**src/rtl/grid_move_sequencer.sv**
```systemverilog
// Command-queued grid walker: buffers (dir, steps) moves in a FIFO and executes
// them one unit step per clock, clamping at the grid edges.
//
// state | meaning
// IDLE  | waiting; pops the FIFO head when non-empty
// STEP  | applying one unit move per edge until rem runs out
module grid_move_sequencer #(
    parameter int DEPTH = 4,
    parameter int W     = 4
) (
    input  logic                     clk,
    input  logic                     reset,
    input  logic                     cmd_valid,
    output logic                     cmd_ready,
    input  logic [1:0]               cmd_dir,
    input  logic [1:0]               cmd_steps,
    output logic [W-1:0]             pos_x,
    output logic [W-1:0]             pos_y,
    output logic                     busy,
    output logic                     done,
    output logic                     bump,
    output logic [$clog2(DEPTH):0]   count
);
    localparam int AW = $clog2(DEPTH);
    localparam logic [AW:0]  FULL = (AW+1)'(DEPTH);
    localparam logic [W-1:0] MAX  = '1;

    typedef enum logic {IDLE, STEP} state_t;

    state_t          state;
    logic [1:0]      dir_mem   [DEPTH];
    logic [1:0]      steps_mem [DEPTH];
    logic [AW-1:0]   wr_ptr;
    logic [AW-1:0]   rd_ptr;
    logic [1:0]      cur_dir;
    logic [1:0]      rem;
    logic            push;
    logic            pop;
    logic            at_edge;

    assign cmd_ready = (count < FULL) && !reset;
    assign push      = cmd_valid && cmd_ready;
    assign pop       = (state == IDLE) && (count != '0);
    assign busy      = (state == STEP) || (count != '0);

    always_comb begin
        at_edge = 1'b0;
        case (cur_dir)
            2'd0: at_edge = (pos_x == MAX);
            2'd1: at_edge = (pos_x == '0);
            2'd2: at_edge = (pos_y == MAX);
            2'd3: at_edge = (pos_y == '0);
            default: at_edge = 1'b0;
        endcase
    end

    // Storage needs no reset; occupancy and pointers define validity.
    always_ff @(posedge clk) begin
        if (push) begin
            dir_mem[wr_ptr]   <= cmd_dir;
            steps_mem[wr_ptr] <= cmd_steps;
        end
    end

    always_ff @(posedge clk) begin
        if (reset) begin
            state   <= IDLE;
            cur_dir <= 2'd0;
            rem     <= 2'd0;
            pos_x   <= '0;
            pos_y   <= '0;
            done    <= 1'b0;
            bump    <= 1'b0;
            count   <= '0;
            wr_ptr  <= '0;
            rd_ptr  <= '0;
        end else begin
            done <= 1'b0;
            bump <= 1'b0;

            if (push) wr_ptr <= wr_ptr + 1'b1;
            if (pop)  rd_ptr <= rd_ptr + 1'b1;
            case ({push, pop})
                2'b10:   count <= count + 1'b1;
                2'b01:   count <= count - 1'b1;
                default: count <= count;
            endcase

            case (state)
                IDLE: begin
                    if (pop) begin
                        cur_dir <= dir_mem[rd_ptr];
                        rem     <= steps_mem[rd_ptr];
                        if (steps_mem[rd_ptr] == 2'd0) done <= 1'b1;
                        else                           state <= STEP;
                    end
                end
                STEP: begin
                    // A clamped step still consumes one unit of rem.
                    if (at_edge) begin
                        bump <= 1'b1;
                    end else begin
                        case (cur_dir)
                            2'd0: pos_x <= pos_x + 1'b1;
                            2'd1: pos_x <= pos_x - 1'b1;
                            2'd2: pos_y <= pos_y + 1'b1;
                            default: pos_y <= pos_y - 1'b1;
                        endcase
                    end
                    rem <= rem - 1'b1;
                    if (rem == 2'd1) begin
                        done  <= 1'b1;
                        state <= IDLE;
                    end
                end
                default: state <= IDLE;
            endcase
        end
    end
endmodule

```
**config.mk**
```make
export PLATFORM = sky130hd
export DESIGN_NAME = grid_move_sequencer
export DESIGN_NICKNAME = d
export VERILOG_FILES = /design/src/rtl/grid_move_sequencer.sv
export SDC_FILE = /design/constraint.sdc
export NUM_CORES = 1
export LEC_CHECK = 0
export BUFFER_PORTS_ARGS = -buffer_cell sky130_fd_sc_hd__clkbuf_2
export CAP_MARGIN = 10
export CORE_AREA = 2 2 65 67
export DETAILED_ROUTE_END_ITERATION = 12
export DIE_AREA = 0 0 67 69
export PLACE_DENSITY = 0.83
export SLEW_MARGIN = 5
export SYNTH_ARGS = -nofsm -noshare
export SYNTH_HDL_FRONTEND = slang
export SYNTH_SLANG_ARGS = --single-unit
```
**constraint.sdc**
```tcl
create_clock -name clk -period 2.1 [get_ports clk]
set_input_delay 0.42 -clock clk [delete_from_list [all_inputs] [get_ports clk]]
set_output_delay 0.42 -clock clk [all_outputs]
set_load 0.01 [all_outputs]
```
# Yosys cells after proc, flatten, opt, wreduce, memory -nomap -nowiden
# Memory sizes are Yosys's and may differ from the RTL's. A register that Yosys moved wholly into a read port is not among the register bits.
# Cells that the tools add are included.
# Widths: inputs -> output; s select.
dict set report totals {
  register_bits 20
  ramBits 16
  input_bits 7
  out_inout_bits 15
  word_cells 69
  n_memories 2
}
dict set report classes {
  add_sub_neg 9
  n_lt_le_gt_ge 1
  eq_ne 9
  mux 19
  bitwise_logic 3
  n_reduce_logical 17
}
# name words word_bits rd rd_ports_with_merged_regs wr line
set mem_list {}
lappend mem_list {dir_mem 4 2 1 1 1 31} ;# logic [1:0] dir_mem [DEPTH];
lappend mem_list {steps_mem 4 2 1 1 1 32} ;# logic [1:0] steps_mem [DEPTH];
# op n
set op_table {}
lappend op_table {{$pmux 4 s2} 2}
lappend op_table {{$mux 1} 9}
lappend op_table {{$add 4x1->4 const B} 2}
lappend op_table {{$eq 4x4->1 const B} 2}
lappend op_table {{$logic_not 4->1} 2}
lappend op_table {{$sub 4x1->4 const B} 2}
lappend op_table {{$eq 2x1->1 const B} 3}
lappend op_table {{$eq 2x2->1 const B} 3}
lappend op_table {{$mux 2} 3}
lappend op_table {{$pmux 3 s2} 1}
lappend op_table {{$reduce_and 3->1} 2}
lappend op_table {{$add 2x1->2 const B} 2}
lappend op_table {{$logic_not 2->1} 2}
lappend op_table {{$pmux 1 s2} 2}
lappend op_table {{$pmux 1 s4} 1}
lappend op_table {{$pmux 2 s2} 1}
lappend op_table {{$reduce_bool 2->1} 2}
lappend op_table {{$reduce_or 2->1} 2}
lappend op_table {{$add 3x1->3 const B} 1}
lappend op_table {{$logic_and 1x1->1} 3}
lappend op_table {{$lt 3x3->1 const B} 1}
lappend op_table {{$not 1->1} 3}
lappend op_table {{$reduce_bool 3->1} 1}
lappend op_table {{$sub 3x1->3 const B} 1}
lappend op_table {{other kinds (5)} 5}

# Depth between registers and ports, before layout
dict set report depth {
  ltp_word 5
  ltp_mapped 10
  mapped_depth_nobuf 9
}

# Worst setup path before layout
# Ideal clock, no wire load.
dict set report synth_timing {
  path_kind {input to register}
  start {input port reset}
  end {register count[2]}
  arrival_ps 2271
  required_time_ps 2030
  path_slack_ps -241
  stages 10
  path_buffers 1
  cell_sequence {clkbuf_1 > nor2_1 > and2_1 > inv_1 > ha_1 > inv_1 > fa_1 > xor2_1 > or3_1 > a21oi_1}
}
dict set report synth_between {
  elab_chain_cells 5
  word_cells_on_any_way 7
}
# item line
set synth_rtl {}
lappend synth_rtl {{start, declared} 12} ;# input logic reset,
lappend synth_rtl {{$logic_not 1->1 (*)} 41} ;# assign cmd_ready = (count < FULL) && !reset;
lappend synth_rtl {{$logic_and 1x1->1 (*)} 41}
lappend synth_rtl {{named net cmd_ready} 14} ;# output logic cmd_ready,
lappend synth_rtl {{$logic_and 1x1->1 (*)} 42} ;# assign push = cmd_valid && cmd_ready;
lappend synth_rtl {{$eq 2x1->1 or $eq 2x2->1 (tied branches)} 83} ;# case ({push, pop})
lappend synth_rtl {{$pmux 3 s2 or $reduce_bool 2->1 (tied branches)} -}
lappend synth_rtl {{end signal, assigned} 84} ;# 2'b10: count <= count + 1'b1;
lappend synth_rtl {{end signal, assigned} 85} ;# 2'b01: count <= count - 1'b1;
lappend synth_rtl {{end signal, assigned} 86} ;# default: count <= count;
lappend synth_rtl {{end, declared} 22} ;# output logic [$clog2(DEPTH):0] count
# The timed path passes the listed nets; every way through them passes the cells marked *.
# A chain may end at the register's enable or synchronous reset.

# Worst setup path after layout
dict set report layout_timing {
  start {register cur_dir[1] (read register of dir_mem)}
  end {register pos_y[3]}
}
dict set report layout_between {
  elab_chain_cells 4
  word_cells_on_any_way 10
}
# item line
set layout_rtl {}
lappend layout_rtl {{start, declared} 35} ;# logic [1:0] cur_dir;
lappend layout_rtl {{$eq 2x2->1, or another cell as far along} 48} ;# case (cur_dir)
lappend layout_rtl {{$pmux 1 s4 or $reduce_or 2->1 (tied branches)} -}
lappend layout_rtl {{$not 1->1 (no source line)} -}
lappend layout_rtl {{$reduce_and 3->1 (no source line)} -}
lappend layout_rtl {{end signal, assigned} 106} ;# 2'd2: pos_y <= pos_y + 1'b1;
lappend layout_rtl {{end signal, assigned} 107} ;# default: pos_y <= pos_y - 1'b1;
lappend layout_rtl {{end, declared} 18} ;# output logic [W-1:0] pos_y,
# Parallel ways exist; a longest one is shown, timed or not.

==> run summary <==
status = finished, final reports clean
layout cells sized above 1 = 24.75%
Via density = 5.369
clk_lat worst skew = 300 ps
Pwr per Cell Area = 1246 nW/um^2
switching power = 988.5 uW
Synth Cell Area = 1937 um^2
cell row count = 23
Worst-path clk slew = 70 ps
hold endpoint = steps_mem[2][0]$_DFFE_PP_
fraction of registers with async set/reset = 0%
IO Count = 22
maximum fanout along the worst path = 6
largest net degree at the start of global routing = 26
CTS Buffer Depth = 2
Sinks on Clock Net = 40
via count = 1353
initial antenna violation count = 0
warnings from Yosys = 0
Setup Fix Bufs, Post-CTS = 0
f_max = 505.7 MHz
Max Slew Vio Count = 0
Post-Route Utilization = 57.80%
post-layout min period = 1977 ps
share of the yosys chip area belonging to registers = 49.61%
Final Non-Filler Cells = 252
Place WS = 48.60 ps
aggregate global routing overflow = 0
Nets = 221
# diodes = 0
Detailed Route WL = 3377 um
Critical R2R Launch = cur_dir[1]$_SDFFE_PP0P_
Pleak = 0.8695 nW
setup TNS = 0 ps
die area = 4623 um^2
clock share of power = 21.9%
period utilization = 94.16%
Initial Util = 49.49%
vias in the first global route = 1321
Synth Flop Type = dfxtp_1
area fraction of the dominant cell type after synthesis = 24.81%
final-report hold violation count = 0
RSZ-0062 raised after global routing = no
worst clock skew = 10.82 ps
ANT nets after route = 0
Switching Share = 35.07%
post-DR wirelength/cell = 13.40 um
Hold Path Cell Cnt = 1
cells on worst reg2reg path = 6
hpwl dp = 2484 um
slew at the pin closest to its max-slew limit = 263.1 ps
relative slew slack = 81.96%
Num CTS Buffers = 5
top cell type by total area after synthesis = dfxtp_1
# DRC = 0
Core Region = 3914 um^2
Synth area leaders = dfxtp_1, edfxtp_1, ha_1
CTS tree = built
Placed Instances = 244
r2r setup slk = 120 ps
Worst Hold Class = in2reg
met3 Use GR = 6.199%
CP Class = reg2reg
most common cell in the netlist = dfxtp_1
synthesized area per cell = 11.39 um^2
Setup crit start = cur_dir[1]$_SDFFE_PP0P_
Net Count, Synth = 190
M1 GR Usage = 18.65%
die height = 69 um
Total Routing Usage GR = 16.16%
met2 usage = 27.17%
final setup fails = 0
Yosys reg bits = 40
gr busiest metal = met2
global-route wire length before repair = 5727 um
Critical Path RT = 2280 ps
H-tree depth = 2
Syn Inst Count = 170
first-pass iteration count of the detailed router = 5
CTS root buf = clkbuf_8
Crit Reg-Reg Endpoint = pos_y[3]$_SDFFE_PP0P_
RePlAce Congestion = 0.7487
Fillers = 344
origin of the worst min-delay path = cmd_steps[0]
part of the power in combinational logic = 39.3%
Die Span X = 67 um
P_int = 1.830 mW
maximum vdd drop = 0.5914 mV
MaxCap Viol Count = 0
Setup crit start kind = register
Crit. End Element = register
setup ws final = 122.6 ps
Port Buffers = 21
P&R area growth vs syn = 16.80%
Post-synth top cells = dfxtp_1, edfxtp_1, a21oi_1
sequential share of power = 38.8%
Critical Path AT = 2160 ps
Yosys cell types = 40
number of enable flip-flop cells after synthesis = 16
Initial DRC Count = 48
## critical path, stage by stage, from the launching register on
cell,delay (ps)
dfxtp_1,400
nand2b_1,180
ha_1,360
a21oi_1,210
nand3_1,100
a211oi_1,270
mux2_1,340
## how the worst max path moves through the flow
stage	to	slack [ps]	cells past startpoint
5_1_grt	pos_y[3]$_SDFFE_PP0P_	5	6
2_1_floorplan	count[2]$_SDFFE_PP0P_	2	10
6_report	pos_y[3]$_SDFFE_PP0P_	120	6
3_3_place_gp	count[2]$_SDFFE_PP0P_	90	10
3_5_place_dp	count[2]$_SDFFE_PP0P_	50	10
4_1_cts	pos_x[3]$_SDFFE_PP0P_	70	7
## cells in the final DEF (no fill, tap or decap), drive strengths merged, types with 5 or more instances in the layout
| master | synthesis | layout |
|---|---|---|
| buf | 0 | 7 |
| a21oi | 15 | 15 |
| nand2b | 5 | 5 |
| dfxtp | 24 | 24 |
| edfxtp | 16 | 16 |
| ha | 10 | 10 |
| nor2 | 14 | 14 |
| nand2 | 6 | 6 |
| nand3 | 7 | 7 |
| clkbuf | 4 | 27 |
| o21ai | 8 | 8 |
| inv | 12 | 12 |
| xnor2 | 5 | 5 |
## final cells by class
cell class	count	area, um^2	share of cell area (%)
clock buffers	6	73.82	3.263
clock inverters	2	35.03	1.549
inverters	12	45.04	1.991
multi-input cells	114	927.1	40.98
flip-flops and latches	40	960.9	42.48
well taps	50	62.56	2.765
repair buffers	28	157.7	6.969
## per-stage QoR
stage | hold WS (ps) | power, mW | area (um^2)
2_1_floorplan | 478.8 | 1.871 | 1946
3_3_place_gp | 495.3 | 2.161 | 2147
3_5_place_dp | 509.3 | 2.215 | 2147
4_1_cts | 341.3 | 2.842 | 2256
5_1_grt | 340.5 | 3.033 | 2262
6_report | 348.1 | 2.818 | 2262
## registers in the layout, summed over array words and instances, names as in the netlist, 3 cells and up, named ones only
name,cells
pos_x,4
pos_y,4
steps_mem,8
count,3
dir_mem,8
## layer usage
layer	vias up	share of wire, %
li1	671	-
met1	645	43
met2	31	52
met3	6	4.5
met4	0	1.4
met5	-	0
## power by group through the flow
| stage | clock network [mW] | registers (mW) | logic (mW) |
|---|---|---|---|
| 4_1_cts | 0.636 | 1.10 | 1.11 |
| 6_report | 0.618 | 1.09 | 1.11 |
| 3_3_place_gp | 0 | 1.10 | 1.06 |
| 2_1_floorplan | 0 | 1.12 | 0.754 |
| 5_1_grt | 0.669 | 1.12 | 1.24 |
| 3_5_place_dp | 0 | 1.11 | 1.10 |
## logic make-up (layout without fill, tap and decap cells)
family,after synthesis,after routing,synth area share (%)
xor gates and xnor gates,7,7,3.165
DFF,40,40,49.61
AOI/OAI and AO/OA,32,32,10.60
and+or+nand+nor,52,52,15.12
muxes,10,10,8.850
buffers and inverters,16,48,3.100
adders and majority gates,13,13,9.561
## timing repair
item	in CTS	in global routing
endpoints found under the hold margin	0	0
resized for setup	0	1
setup endpoints to repair	0	1
hold buffers	0	0
Power figures use the tool's default switching activity.
